[src/rtl/chip_vrc4.sv]
// chip_vrc4: VRC4-class mapper core (PRG/CHR banking, mirroring, WRAM enable,
// scanline/cycle IRQ counter).
//
// Ports:
//   clk, rst          system clock, asynchronous active-high reset
//   m2_tick           one-clk pulse per CPU cycle
//   wr_stb            one-clk pulse per CPU write, cpu_addr/cpu_data stable
//   cpu_addr/cpu_data CPU bus (A0/A1 already normalised by the wrapper)
//   ppu_addr          PPU A13:A10
//   prg_ce            PRG ROM select (cpu_addr[15])
//   prg_addr          PRG 8 KB bank for the current cpu_addr
//   srm_ce            WRAM select ($6000-$7FFF while WRAM is enabled)
//   chr_addr          CHR 1 KB bank for ppu_addr[12:10]
//   ciram_a10         nametable select
//   irq               level IRQ request, active high
//
// Configuration macro: CHIP_VRC4_IRQ_EN
//   defined   -> IRQ latch/counter/prescaler/control logic is built
//   undefined -> $F000-$F003 writes are ignored and irq is tied low

module chip_vrc4 #(
   parameter int unsigned PRG_BITS = 8,
   parameter int unsigned CHR_BITS = 9
) (
   input  logic                clk,
   input  logic                rst,
   input  logic                m2_tick,
   input  logic                wr_stb,
   input  logic [15:0]         cpu_addr,
   input  logic [7:0]          cpu_data,
   input  logic [3:0]          ppu_addr,
   output logic                prg_ce,
   output logic [PRG_BITS-1:0] prg_addr,
   output logic                srm_ce,
   output logic [CHR_BITS-1:0] chr_addr,
   output logic                ciram_a10,
   output logic                irq
);

   localparam int unsigned CHR_HI_W = CHR_BITS - 4;
   localparam logic [PRG_BITS-1:0] PRG_LAST = '1;
   localparam logic [PRG_BITS-1:0] PRG_PENULT = PRG_LAST - PRG_BITS'(1);

   // Bank / mode registers
   logic [PRG_BITS-1:0] prg0_q, prg0_d, prg1_q, prg1_d;
   logic [1:0]          mirror_q, mirror_d;
   logic                wram_en_q, wram_en_d;
   logic                prg_mode_q, prg_mode_d;
   logic [CHR_BITS-1:0] chr_q [8];
   logic [CHR_BITS-1:0] chr_d [8];

   logic       wr_en;
   logic [1:0] chr_pair;
   logic [2:0] chr_sel;
   logic       unused_addr;

   assign wr_en       = wr_stb & cpu_addr[15];
   // $B000 -> banks 0/1, $C000 -> 2/3, $D000 -> 4/5, $E000 -> 6/7
   assign chr_pair    = 2'(cpu_addr[15:12] - 4'hB);
   assign chr_sel     = {chr_pair, cpu_addr[1]};
   assign unused_addr = ^cpu_addr[11:2];

   // Register-write decode for banking and mode registers
   always_comb begin
      prg0_d     = prg0_q;
      prg1_d     = prg1_q;
      mirror_d   = mirror_q;
      wram_en_d  = wram_en_q;
      prg_mode_d = prg_mode_q;
      chr_d      = chr_q;
      if (wr_en) begin
         case (cpu_addr[15:12])
            4'h8: prg0_d = PRG_BITS'(cpu_data);
            4'hA: prg1_d = PRG_BITS'(cpu_data);
            4'h9: begin
               if (cpu_addr[1]) begin
                  wram_en_d  = cpu_data[0];
                  prg_mode_d = cpu_data[1];
               end else begin
                  mirror_d = cpu_data[1:0];
               end
            end
            4'hB, 4'hC, 4'hD, 4'hE: begin
               if (cpu_addr[0]) chr_d[chr_sel][CHR_BITS-1:4] = CHR_HI_W'(cpu_data);
               else             chr_d[chr_sel][3:0]          = cpu_data[3:0];
            end
            default: ;
         endcase
      end
   end

   always_ff @(posedge clk or posedge rst) begin
      if (rst) begin
         prg0_q     <= '0;
         prg1_q     <= '0;
         mirror_q   <= '0;
         wram_en_q  <= 1'b0;
         prg_mode_q <= 1'b0;
         for (int i = 0; i < 8; i++) chr_q[i] <= '0;
      end else begin
         prg0_q     <= prg0_d;
         prg1_q     <= prg1_d;
         mirror_q   <= mirror_d;
         wram_en_q  <= wram_en_d;
         prg_mode_q <= prg_mode_d;
         chr_q      <= chr_d;
      end
   end

   // Address outputs, combinational from registers
   always_comb begin
      prg_ce = cpu_addr[15];
      srm_ce = (cpu_addr[15:13] == 3'b011) && wram_en_q;
      case (cpu_addr[14:13])
         2'd0:    prg_addr = prg_mode_q ? PRG_PENULT : prg0_q;
         2'd1:    prg_addr = prg1_q;
         2'd2:    prg_addr = prg_mode_q ? prg0_q : PRG_PENULT;
         default: prg_addr = PRG_LAST;
      endcase
      chr_addr = chr_q[ppu_addr[2:0]];
      case (mirror_q)
         2'd0:    ciram_a10 = ppu_addr[0];
         2'd1:    ciram_a10 = ppu_addr[1];
         2'd2:    ciram_a10 = 1'b0;
         default: ciram_a10 = 1'b1;
      endcase
   end

`ifdef CHIP_VRC4_IRQ_EN
   // Prescaler holds 1..341; subtracting 3 and landing at or below 0 is the
   // same as starting at or below 3, so the wrap adds 341-3 directly.
   localparam int unsigned PRE_W = 9;
   localparam logic [PRE_W-1:0] PRE_RELOAD = 9'd341;
   localparam logic [PRE_W-1:0] PRE_STEP   = 9'd3;
   localparam logic [PRE_W-1:0] PRE_WRAP   = 9'd338;

   logic [7:0]       latch_q, latch_d, cnt_q, cnt_d;
   logic             a_q, a_d, e_q, e_d, m_q, m_d;
   logic [PRE_W-1:0] pre_q, pre_d;
   logic             irq_q, irq_d;
   logic             f_wr, ctrl_wr, cnt_clk;

   assign f_wr    = wr_en && (cpu_addr[15:12] == 4'hF);
   assign ctrl_wr = f_wr && (cpu_addr[1:0] == 2'd2);

   // IRQ control writes, then counting; an overflow set beats an ack clear
   always_comb begin
      latch_d = latch_q;
      cnt_d   = cnt_q;
      a_d     = a_q;
      e_d     = e_q;
      m_d     = m_q;
      pre_d   = pre_q;
      irq_d   = irq_q;
      cnt_clk = 1'b0;
      if (f_wr) begin
         case (cpu_addr[1:0])
            2'd0: latch_d[3:0] = cpu_data[3:0];
            2'd1: latch_d[7:4] = cpu_data[3:0];
            2'd2: begin
               a_d   = cpu_data[0];
               e_d   = cpu_data[1];
               m_d   = cpu_data[2];
               irq_d = 1'b0;
               if (cpu_data[1]) begin
                  cnt_d = latch_q;
                  pre_d = PRE_RELOAD;
               end
            end
            default: begin
               irq_d = 1'b0;
               e_d   = a_q;
            end
         endcase
      end
      // A control write owns the counter for its cycle
      if (e_q && m2_tick && !ctrl_wr) begin
         if (m_q) begin
            cnt_clk = 1'b1;
         end else if (pre_q <= PRE_STEP) begin
            pre_d   = pre_q + PRE_WRAP;
            cnt_clk = 1'b1;
         end else begin
            pre_d = pre_q - PRE_STEP;
         end
      end
      if (cnt_clk) begin
         if (cnt_q == 8'hFF) begin
            cnt_d = latch_q;
            irq_d = 1'b1;
         end else begin
            cnt_d = cnt_q + 8'd1;
         end
      end
   end

   always_ff @(posedge clk or posedge rst) begin
      if (rst) begin
         latch_q <= '0;
         cnt_q   <= '0;
         a_q     <= 1'b0;
         e_q     <= 1'b0;
         m_q     <= 1'b0;
         pre_q   <= PRE_RELOAD;
         irq_q   <= 1'b0;
      end else begin
         latch_q <= latch_d;
         cnt_q   <= cnt_d;
         a_q     <= a_d;
         e_q     <= e_d;
         m_q     <= m_d;
         pre_q   <= pre_d;
         irq_q   <= irq_d;
      end
   end

   assign irq = irq_q;
`else
   logic unused_tick;
   assign unused_tick = m2_tick;
   assign irq         = 1'b0;
`endif

endmodule
[config.mk]
export PLATFORM = sky130hd
export DESIGN_NAME = chip_vrc4
export DESIGN_NICKNAME = d
export VERILOG_FILES = /design/src/rtl/chip_vrc4.sv
export SDC_FILE = /design/constraint.sdc
export NUM_CORES = 1
export LEC_CHECK = 0
export BUFFER_PORTS_ARGS = -buffer_cell sky130_fd_sc_hd__buf_2
export CORE_MARGIN = 4
export CORE_UTILIZATION = 58
export DETAILED_ROUTE_END_ITERATION = 10
export PLACE_DENSITY = 0.77
export SETUP_SLACK_MARGIN = 0.05
export SLEW_MARGIN = 30
export SYNTH_ARGS = -nofsm -noshare
export SYNTH_HDL_FRONTEND = slang
export SYNTH_SLANG_ARGS = --single-unit
[constraint.sdc]
create_clock -name clk -period 3.2 [get_ports clk]
set_input_delay 0.32 -clock clk [delete_from_list [all_inputs] [get_ports clk]]
set_output_delay 0.32 -clock clk [all_outputs]
set_load 0.02 [all_outputs]
### After elaboration in Yosys (flattened, before gate mapping)

Index checks and enable logic that the tools add are counted.

| cells by class | value |
|---|---|
| $add $sub $neg | 1 |
| multiply operators | 0 |
| div/mod/pow operators | 0 |
| $lt $le $gt $ge | 3 |
| equality and inequality tests | 12 |
| shifts and indexed selects | 0 |
| muxes and demuxes | 14 |
| bitwise gates (word level) | 4 |
| reductions and logical operators | 10 |

Operators by type and width:

| kind | count |
|---|---|
| bitwise mux 72 bit | 2 |
| 2-to-1 mux 72 bit | 1 |
| demux 9 bit (select 3 bit) | 2 |
| equality test 4 bit, second input constant | 7 |
| binary-select mux 9 bit (select 3 bit) | 1 |
| 2-to-1 mux 9 bit | 3 |
| case mux 8 bit (3 select lines) | 1 |
| 2-to-1 mux 8 bit | 2 |
| greater-or-equal comparator 4 bit, second input constant | 2 |
| inverter 3 -> 4 bit | 2 |
| AND reduction 2 bit | 3 |
| AND reduction 3 bit | 2 |
| equality test 2 x 1 -> 1 bit, second input constant | 2 |
| equality test 2 bit, second input constant | 2 |
| logical NOT 2 bit | 2 |
| less-than comparator 4 x 1 -> 1 bit, second input constant | 1 |
| 2-to-1 mux 4 bit | 1 |
| OR reduction 4 bit | 1 |
| equality test 3 x 2 -> 1 bit, second input constant | 1 |
| case mux 1 bit (3 select lines) | 1 |
| logical AND 1 bit | 2 |
| subtractor 2 bit, second input constant | 1 |
| bitwise AND 1 bit | 1 |
| inverter 1 bit | 1 |

| storage, ports and cells | value |
|---|---|
| register bits after elaboration | 92 |
| latch bits | 0 |
| RAM bits | 0 |
| ROM bits | 0 |
| input bits | 32 |
| output and inout port bits | 21 |
| logic and storage cells | 57 |
| memories kept | 0 |

### Depth between registers and ports, before layout

| depth | value |
|---|---|
| depth after elaboration | 8 |
| gate-level depth with buffers | 5 |
| depth with buffers taken out | 3 |

### Worst setup path before layout

OpenSTA, ideal clock, no wires.

| timing | value |
|---|---|
| path kind | input to output |
| start point | input ppu_addr[0] |
| end point | output chr_addr[0] |
| arrival | 1.651 ns |
| required time | 2.880 ns |
| slack | 1.229 ns |
| stages | 4 |
| buffers on the path | 2 |
| cell sequence | buf_4 > buf_2 > mux4_2 > mux2_2 |

| on the way | value |
|---|---|
| longest elaborated chain between the ends | 4 |

RTL lines:

| what | RTL line | text |
|---|---|---|
| start: declaration | 31 | `input logic [3:0] ppu_addr,` |
| inverter 3 -> 4 bit (implied by the code) | 120 | `chr_addr = chr_q[ppu_addr[2:0]];` |
| binary-select mux 9 bit (select 3 bit) | 120 |  |
| 2-to-1 mux 9 bit (implied by the code) (2 in series) | 120 |  |
| end: declaration | 35 | `output logic [CHR_BITS-1:0] chr_addr,` |

Every way passes these cells. The select of a mux whose other input is x is not followed.

### Final worst setup path

| timing | value |
|---|---|
| start point | input ppu_addr[0] |
| end point | output chr_addr[8] |

The elaborated chain is that of the path after synthesis.

==> run metrics <==
max-slew violations 0; CTS Buf Count 9; post-route design area 0.00479 mm2; I/O pin count 53; setup_tns 0 ns; placed cells 404; synthesis warning total 0; worst r2r src prg_mode_q; Net Count, Synth roughly 310; worst-path fanout max 19; Slew HR 48.7%; WP data arrival around 1.9 ns; CTS H-Tree Depth 3; Mapped Cells between 200 and 300; first-pass GRT wire length between 10000 and 15000 um; WP data required between 2 and 3 ns; Fin. Hold Viols 0; drt via density just under 6; Worst Clk Skew 0 ns; count of input and output buffers 39; Core Area between 0.007 and 0.008 mm2; outcome finished, final reports clean; PostCTS Resize Cnt 0; Peak VDD IR between 200 and 300 uV; area leader, netlist dfrtp_1; sequential cell area fraction in the yosys report a little over half; Fillers about 540; register clock-pin slew on the reported worst setup and hold paths roughly 0.09 ns; drt drc 0; pwr dens roughly 600 mW/mm2; leakage power around 2.2 nW; Die Footprint between 0.008 and 0.009 mm2; post-synth cell types 30; ranking of synthesized cells by area dfrtp_1, mux2_2, mux4_2; maxcap violations 0; Worst Setup End Kind primary output; initial core utilization about three fifths; Die H 93.9 um; global placement routability congestion 0.739; DP HPWL 5580 um; 1st-pass router iterations 4; Final period util between 60% and 70%; Worst setup SP type primary input; flops & latches, synth 92; Hold WC Path Type in -> async; count of final setup violators 0; final std cells w/o fill 420; clk_lat worst skew 0.35 ns; RSZ-0062 raised after global routing no; hold-fix buffers at CTS 0; register area about 0.0023 mm2; DRT iter0 DRCs between 90 and 100; synthesis-to-layout area growth 11.9%; antenna fix cells 0; largest net degree at the start of global routing 47; layout cell share with drive strength beyond 1 ~56%; Fmax achieved 454 MHz; synthesized area approximately 0.0043 mm2; Crit Path Category in -> out; CTS tree done; total wire length about 8400 um; Area after DPL roughly 0.0045 mm2; share of the synthesized area in the top cell type 53.8%; vias in the first global route approximately 2.6k; grt ovf 0; setup bufs post-CTS 0; Worst-Margin Slew 0.768 ns; multi-input logic area ~0.0019 mm2; Die Width around 94 um; CTS Root Cell clkbuf_8; Total Nets Final approximately 350; syn_area_per_cell ~15 um2; routed via count between 2k and 2.5k; Clock Sinks 92; initial antenna violation count 0; Total GRT Usage between 20% and 30%; Setup crit start ppu_addr[0]; row count 31; CTS max path bufs 2; shortest period the worst path allows ~2.2 ns; DR WL/cell about 20 um; Antenna Violating Nets Remaining 0
-- path summary, 6_finish.rpt --
check,slack (ns),depth (start not counted),end
max,1.0,4,chr_addr[8]
min,0.07,2,prg0_q[5]
max reg2reg,2.39,1,prg_mode_q
min reg2reg,0.51,1,prg1_q[0]
max in group asynchronous,2.39,3,chr_q[52]
min in group clk,0.21,2,prg1_q[6]
-- cells in the mapped netlist (all sizes together) --
cell and count:
xor2 1, mux4 18, nor2 10, nor3 1, or4 3, o32a 1
nand3b 3, o22a 6, and4b 1, nor4bb 1, conb 1, mux2 101
or3b 1, a21oi 1, or2 1, or2b 2, nor4b 1, o21ai 3
dfrtp 92, nand4b 2, nand2b 2, nand4 2, nor3b 2, buf 9
clkbuf 10, nand2 4, inv 2, nor2b 1
-- per-stage QoR --
stage | utilization [%] | setup slack (ns) | total power, mW | hold WS [ns]
finish | 66.4 | 0.999 | 2.88 | 0.0717
global route | 66.4 | 0.885 | 3.02 | 0.134
CTS | 66.4 | 0.955 | 2.90 | 0.0968
detailed placement | 62.8 | 0.956 | 1.94 | 0.480
global placement | 62.8 | 0.951 | 1.91 | 0.475
floorplan | - | 0.488 | 1.81 | 0.470
-- cell usage in the layout (no fill, tap or decap), types with 2 or more instances in the layout --
cell type	instances
nand2_1	4
bufinv_16	3
or2b_1	2
mux4_2	18
nand4_1	2
buf_2	39
dfrtp_1	92
mux2_2	101
nor3b_1	2
o21ai_0	3
buf_4	3
clkinv_4	2
nand4b_1	2
clkbuf_8	11
nand2b_1	2
nand3b_1	3
or4_1	3
o22a_1	6
nor2_1	10
-- cells by family (layout without fill, tap and decap cells) --
logic type / count (synthesis) / after routing / share of synthesized area, %
AOI/OAI and AO/OA: 11 / 11 / 1.93
xor gates and xnor gates: 1 / 1 / 0.205
buffers and inverters: 21 / 60 / 2.31
DFF: 92 / 92 / 53.8
muxes: 119 / 119 / 36.1
other: 1 / 1 / 0.0876
and+or+nand+nor: 37 / 37 / 5.61
-- per-layer routing --
metal  global-route usage (%)  wire length, um  vias to the layer above
li1                         -                -                     1114
met1                     29.3             3630                     1325
met2                     35.5             4480                       26
met3                     2.88              176                       10
met4                     7.34               99                        0
met5                        0                0                        -
-- area by class of cell --
class | instances | area share, %
multi-input cells | 169 | 39.2
flip-flops and latches | 92 | 48.1
inverters | 2 | 0.183
clock buffers | 11 | 3.16
well taps | 99 | 2.59
repair buffers | 42 | 4.55
clock inverters | 5 | 2.25
-- critical path, cell delays in order --
cell and delay (ns):
buf_2 0.51, mux4_2 0.59, mux2_2 0.29, buf_2 0.16
-- where the power goes --
group / total [mW] / switching, mW / internal (mW) / leakage (nW)
combinational: 0.486 / 0.220 / 0.266 / 0.885
sequential: 1.43 / 0.0891 / 1.34 / 1.20
clock: 0.964 / 0.399 / 0.565 / 0.130
total: 2.88 / 0.709 / 2.17 / 2.22
-- sequential cells by signal (all words and copies together) (netlist names) --
register,count
wram_en_q,1
mirror_q,2
chr_q,72
prg_mode_q,1
prg0_q,8
prg1_q,8
Power figures use the tool's default switching activity.
